**src/rtl/mux2x1_arbiter.sv**
```systemverilog
// Round-robin arbiter for two requesters sharing one 2:1 mux lane; owns the select and registers the chosen word.
// Optional burst limit: define MUX2X1_ARB_BURST_LIMIT_EN to cap a grant at MAX_HOLD transfers while the other side waits.
module mux2x1_arbiter #(
    parameter int WIDTH    = 8,
    parameter int MAX_HOLD = 4
) (
    input  logic             clk,
    input  logic             rst,
    input  logic             req0,
    input  logic             req1,
    input  logic [WIDTH-1:0] d0,
    input  logic [WIDTH-1:0] d1,
    output logic             gnt0,
    output logic             gnt1,
    output logic             sel,
    output logic [WIDTH-1:0] y,
    output logic             y_valid
);

    typedef enum logic [1:0] {
        IDLE   = 2'd0,
        GRANT0 = 2'd1,
        GRANT1 = 2'd2
    } state_t;

    state_t           r_state;
    state_t           w_next_state;
    logic             r_sel;
    logic             r_last;
    logic [WIDTH-1:0] r_y;
    logic             r_y_valid;
    logic             w_xfer;
    logic             w_burst_switch;

    if (MAX_HOLD < 1 || MAX_HOLD > 255) begin : g_bad_max_hold
        $error("mux2x1_arbiter: MAX_HOLD must be in 1..255");
    end

    assign w_xfer = ((r_state == GRANT0) && req0) || ((r_state == GRANT1) && req1);

`ifdef MUX2X1_ARB_BURST_LIMIT_EN
    localparam int                HOLD_W    = $clog2(MAX_HOLD + 1);
    localparam logic [HOLD_W-1:0] HOLD_LAST = HOLD_W'(MAX_HOLD - 1);

    logic [HOLD_W-1:0] r_hold_cnt;

    // The last allowed transfer of a grant hands over on the same edge, so no dead cycle.
    assign w_burst_switch = w_xfer && (r_hold_cnt == HOLD_LAST) &&
                            ((r_state == GRANT0) ? req1 : req0);

    always_ff @(posedge clk) begin
        if (rst) begin
            r_hold_cnt <= '0;
        end else if ((w_next_state != r_state) || (w_next_state == IDLE)) begin
            r_hold_cnt <= '0;
        end else if (w_xfer) begin
            r_hold_cnt <= (r_hold_cnt == HOLD_LAST) ? '0 : r_hold_cnt + 1'b1;
        end
    end
`else
    assign w_burst_switch = 1'b0;
`endif

    // NOTE: every signal written here gets a default first, so no path leaves it unassigned and no latch is inferred.
    always_comb begin
        w_next_state = r_state;
        case (r_state)
            IDLE: begin
                if (req0 && req1) begin
                    w_next_state = r_last ? GRANT0 : GRANT1;
                end else if (req0) begin
                    w_next_state = GRANT0;
                end else if (req1) begin
                    w_next_state = GRANT1;
                end
            end
            GRANT0: begin
                if (!req0) begin
                    w_next_state = req1 ? GRANT1 : IDLE;
                end else if (w_burst_switch) begin
                    w_next_state = GRANT1;
                end
            end
            GRANT1: begin
                if (!req1) begin
                    w_next_state = req0 ? GRANT0 : IDLE;
                end else if (w_burst_switch) begin
                    w_next_state = GRANT0;
                end
            end
            default: w_next_state = IDLE;
        endcase
    end

    // NOTE: all state here uses non-blocking assignments so every register sees pre-edge values of the others.
    always_ff @(posedge clk) begin
        if (rst) begin
            r_state   <= IDLE;
            r_sel     <= 1'b0;
            r_last    <= 1'b1;
            r_y       <= '0;
            r_y_valid <= 1'b0;
        end else begin
            r_state <= w_next_state;
            // Select and last-owner only move on grant entry; IDLE keeps the previous select.
            if (w_next_state == GRANT0) begin
                r_sel  <= 1'b0;
                r_last <= 1'b0;
            end else if (w_next_state == GRANT1) begin
                r_sel  <= 1'b1;
                r_last <= 1'b1;
            end
            r_y_valid <= w_xfer;
            if (w_xfer) begin
                r_y <= r_sel ? d1 : d0;
            end
        end
    end

    assign gnt0    = (r_state == GRANT0);
    assign gnt1    = (r_state == GRANT1);
    assign sel     = r_sel;
    assign y       = r_y;
    assign y_valid = r_y_valid;

endmodule
```
**config.mk**
```make
export PLATFORM = sky130hd
export DESIGN_NAME = mux2x1_arbiter
export DESIGN_NICKNAME = d
export VERILOG_FILES = /design/src/rtl/mux2x1_arbiter.sv
export SDC_FILE = /design/constraint.sdc
export NUM_CORES = 1
export LEC_CHECK = 0
export ABC_CLOCK_PERIOD_IN_PS = 1650
export BUFFER_PORTS_ARGS = -buffer_cell sky130_fd_sc_hd__buf_2
export CAP_MARGIN = 20
export CORE_MARGIN = 3
export CORE_UTILIZATION = 40
export CTS_CLUSTER_SIZE = 12
export DETAILED_ROUTE_END_ITERATION = 8
export PLACE_DENSITY = 0.69
export SLEW_MARGIN = 25
export SYNTH_ARGS = -nofsm -noshare
export SYNTH_HDL_FRONTEND = slang
export SYNTH_SLANG_ARGS = --single-unit
```
**constraint.sdc**
```tcl
create_clock -name clk -period 1.65 [get_ports clk]
set_input_delay 0.0825 -clock clk [delete_from_list [all_inputs] [get_ports clk]]
set_output_delay 0.0825 -clock clk [all_outputs]
set_load 0.01 [all_outputs]
```
# After elaboration in Yosys (flattened, before gate mapping)
# Index checks and enable logic that the tools add are counted.
dict set report classes {
  addsub 0
  n_mul 0
  div_mod_pow 0
  order_cmp 0
  n_eq_ne 4
  shift 0
  mux 12
  n_bitwise 0
  reduce_logical 7
}
# cell n
set op_table {}
lappend op_table {{2-bit two-way mux} 7}
lappend op_table {{8-bit two-way mux} 1}
lappend op_table {{2-bit case mux with 3 select lines} 1}
lappend op_table {{2-bit by 1-bit equality test with 1-bit output, second input constant} 2}
lappend op_table {{2-bit equality test, second input constant} 2}
lappend op_table {{1-bit logical AND} 3}
lappend op_table {{1-bit two-way mux} 3}
lappend op_table {{2-bit zero test} 1}
lappend op_table {{2-bit nonzero test} 1}
lappend op_table {{2-bit OR reduction} 1}
lappend op_table {{1-bit logical OR} 1}
dict set report word_totals {
  ff_bits 13
  latchBits 0
  mem_bits_rw 0
  mem_bits_ro 0
  wordCells 28
  n_memories 0
}

# Longest topological paths before layout
dict set report depth {
  word_depth 7
  mapped_depth 7
}

# Worst setup path before layout
# Ideal clock, no wire load.
dict set report synth_timing {
  path_type {register to register}
  startpoint {register r_state[1]}
  endpoint {register r_last}
  setup_time_ns 0.115
  t_arrival_ns 1.250
  required_time_ns 1.535
  path_slack_ns 0.285
  stages_incl_launch_ff 6
  synth_period_minus_slack_ns 1.365
  path_cell_list {dfxtp_1 > o21ba_2 > o21ai_0 > ha_1 > mux2i_1 > nand2_1}
}
dict set report synth_between {
  elab_chain_len 6
}
# element line
set synth_rtl {}
lappend synth_rtl {{from (decl)} 26} ;# state_t r_state;
lappend synth_rtl {{from (signal assigned)} 104} ;# r_state <= w_next_state;
lappend synth_rtl {{2-bit two-way mux} 73} ;# end else if (req1) begin
lappend synth_rtl {{2-bit two-way mux} 71} ;# end else if (req0) begin
lappend synth_rtl {{2-bit two-way mux} 69} ;# if (req0 && req1) begin
lappend synth_rtl {{2-bit case mux with 3 select lines *} 67} ;# case (r_state)
lappend synth_rtl {{2-bit by 1-bit equality test with 1-bit output or 2-bit equality test (tied branches)} {106, 109}}
lappend synth_rtl {{1-bit two-way mux or 2-bit nonzero test (tied branches)} --}
lappend synth_rtl {{to (signal assigned)} 100} ;# r_last <= 1'b1;
lappend synth_rtl {{to (signal assigned)} 108} ;# r_last <= 1'b0;
lappend synth_rtl {{to (signal assigned)} 111} ;# r_last <= 1'b1;
lappend synth_rtl {{to (decl)} 29} ;# logic r_last;
# Mark *: on every way between the ends. The rest lies on a longest branch, timed or not.
# A chain may end at the register's enable or synchronous reset.

# Worst setup path after layout
# Ends and elaborated chain as after synthesis.

==> flow_summary.ini <==
[sta]
min_period_ns = 1.50
setup_tns_ns = 0
finalCritPeriodShare_pct = 91.0
finalHoldViolCount = 0
report.final.setup_viol = 0
worstMarginPinSlew_ns = 0.513
fin_worst_skew_ns = 0.000663
slew_violations = 0
slew-limit-headroom_pct = 65.7
max_freq_mhz = 666
rsz0062_at_grt = no

[drt]
wl_per_cell_um = 12.5
via_per_inst = 5.20
ant_nets = 0
drt_iter0_drc = 3
drt_first_pass_iters = 3
num_vias = 598
finalWirelength_um = 1440
drc_errors = 0

[synthesis]
synth_enable_flop_cells = 0
synth_nets = 89
ys_top_cells_by_area = dfxtp_1, a211oi_2, mux2i_1
yosys.cell_types.count = 19
syn_area_um2 = 678
synth_seq_cells = 13
synthArstFlopShare_pct = 0
ys_seq_area_share_pct = 38.4
synth-main-ff-cell = dfxtp_1
synth.most_common_cell = dfxtp_1
syn_avg_cell_area_um2 = 10.1
synthCells = 67
yosys_warnings = 0
post-synth-top-area-fraction_pct = 38.4
synthTopCellsByCount = dfxtp_1, mux2i_1, nor3_1
synth_largest_area_cell = dfxtp_1

[cts]
post_cts_buffers = 0
numClockSinks = 13
cts_made_buffers = 3
root_buffer = clkbuf_4
clkTransAtPathRegs_ns = 0.08
clock_latency_ns = 0.27
hold_buffers = 0
htreeDepth = 1
clock_path_buffers = 2
cts_resized = 0
cts_tree = done

[setup_path]
path_cells = o21ba_2 > o21ai_0 > ha_1 > mux2i_1 > nand2_1
r2r_slack_ns = 0.15
worstPathRequired_ns = 1.83
startpoint_type = flip-flop
max_stage_delay_ns = 0.40
cp-end-kind = flip-flop
crit_family = compound AO/OA/AOI/OAI gates
criticalPathCategory = flip-flop to flip-flop
cp_max_fo = 6
crit_path_top_delay_cell = dfxtp_1
r2r-start = r_state[1]$_SDFF_PP0_
critPathArrivalTime_ns = 1.68
r2r_cells = 5
r2r_end = r_last$_SDFFE_PP1P_
crit_buf_inv = 0

[floorplan]
dieArea_um2 = 2230
row_count = 14
die_y_um = 47.2
pin_count = 32
initial_core_util_pct = 43.5
die_w_um = 47.2
core_um2 = 1560

[global_routing]
grt_usage_pct = 13.0
antenna_found_initial = 0
grt_first_pass_wirelength_um = 1980
grt_pass1_vias = 483
grt_max_degree = 12
grt-ovfl-total = 0

[place]
gp_congestion = 0.771
io_buffers = 31
dpl.hpwl_um = 1090
dpl.cell_count = 111

[power]
vdd_drop_max_uv = 373
p_leak_nw = 0.405
powerDensity_nw_per_um2 = 847

[finish]
finalNetCount = 122
instances_no_fill = 115
antenna_cells = 0
drive_gt1_share_pct = 45.5
area_growth_pct = 25.8

[run]
cap_violations = 0

[worst_hold_path]
min_path_type = primary input to flip-flop
min_path_cells = 2
min_from = req1
whs_endpoint = r_state[1]$_SDFF_PP0_

[outcome]
status = completed
[worst register-to-register path, cell delays in order, from the launching register on]
cell     delay (ns)
dfxtp_1        0.40
o21ba_2        0.18
o21ai_0        0.31
ha_1           0.31
mux2i_1        0.15
nand2_1        0.06
[how the worst max path moves through the flow]
stage / startpoint / cells after the start / slack (ns) / end
after floorplan: r_state[1]$_SDFF_PP0_ / 5 / 0.28 / r_last$_SDFFE_PP1P_
after global placement: r_state[1]$_SDFF_PP0_ / 5 / 0.23 / r_last$_SDFFE_PP1P_
after detailed placement: r_state[1]$_SDFF_PP0_ / 5 / 0.16 / r_last$_SDFFE_PP1P_
after CTS: r_state[1]$_SDFF_PP0_ / 5 / 0.15 / r_last$_SDFFE_PP1P_
after global routing: r_state[1]$_SDFF_PP0_ / 5 / 0.02 / r_last$_SDFFE_PP1P_
final: r_state[1]$_SDFF_PP0_ / 5 / 0.15 / r_last$_SDFFE_PP1P_
[placed cells by master, fill, tap and decap left out]
cell type,n
dfxtp_1,13
and2_1,1
nor2_1,5
o211a_1,1
o21a_1,1
nor3_1,9
buf_4,2
clkbuf_4,3
or2_1,1
o21ba_2,1
nor2b_1,1
and3b_1,2
nand2_1,1
a211oi_2,8
a21oi_1,1
buf_2,31
mux2i_1,9
clkbuf_1,1
o21ai_0,2
ha_1,2
inv_1,4
[routing by layer]
metal | GRT usage [%] | part of all wire (%) | up-vias | wire length [µm]
met5 | 0 | 0 | - | 0
met4 | 9.94 | 2.5 | 0 | 36
met3 | 2.30 | 7.1 | 5 | 103
met2 | 20.9 | 45 | 22 | 649
met1 | 15.1 | 45 | 270 | 653
li1 | - | - | 301 | -
[sequential cells by signal (all words and copies together) (netlist names)]
register	flops
y	8
r_state	2
r_last	1
sel	1
y_valid	1
[power breakdown]
group | internal [mW] | switching [mW] | total [mW] | leakage [nW]
Clock | 0.0937 | 0.105 | 0.198 | 0.0150
Combinational | 0.0839 | 0.0824 | 0.166 | 0.283
Sequential | 0.338 | 0.0198 | 0.358 | 0.107
Total | 0.515 | 0.207 | 0.722 | 0.405
[through the flow]
step	total power [mW]	area [µm²]	util [%]	setup slack, ns	hold slack [ns]
6_report	0.722	853	54.7	0.148	0.0857
5_1_grt	0.761	853	54.7	0.0234	0.0923
4_1_cts	0.735	853	54.7	0.155	0.0793
3_5_place_dp	0.533	827	53.0	0.163	0.375
3_3_place_gp	0.528	827	53.0	0.230	0.381
2_1_floorplan	0.479	678	-	0.285	0.187
[area by class of cell]
cell class,instances,area (µm²)
fillers,144,706
inverters,4,15.0
repair buffers,33,170
well taps,16,20.0
multi-input cells,45,362
clock buffers,4,26.3
flip-flops and latches,13,260
[cells by family after synthesis]
logic type,count (synthesis),synth area share (%)
adder cells (fa/ha/maj),2,3.69
AND/OR/NAND/NOR,20,15.3
buffers and inverters,9,8.30
flip-flops,13,38.4
AO/OA/AOI/OAI,14,21.0
multiplexers,9,13.3
(Power assumes the default switching activity.)
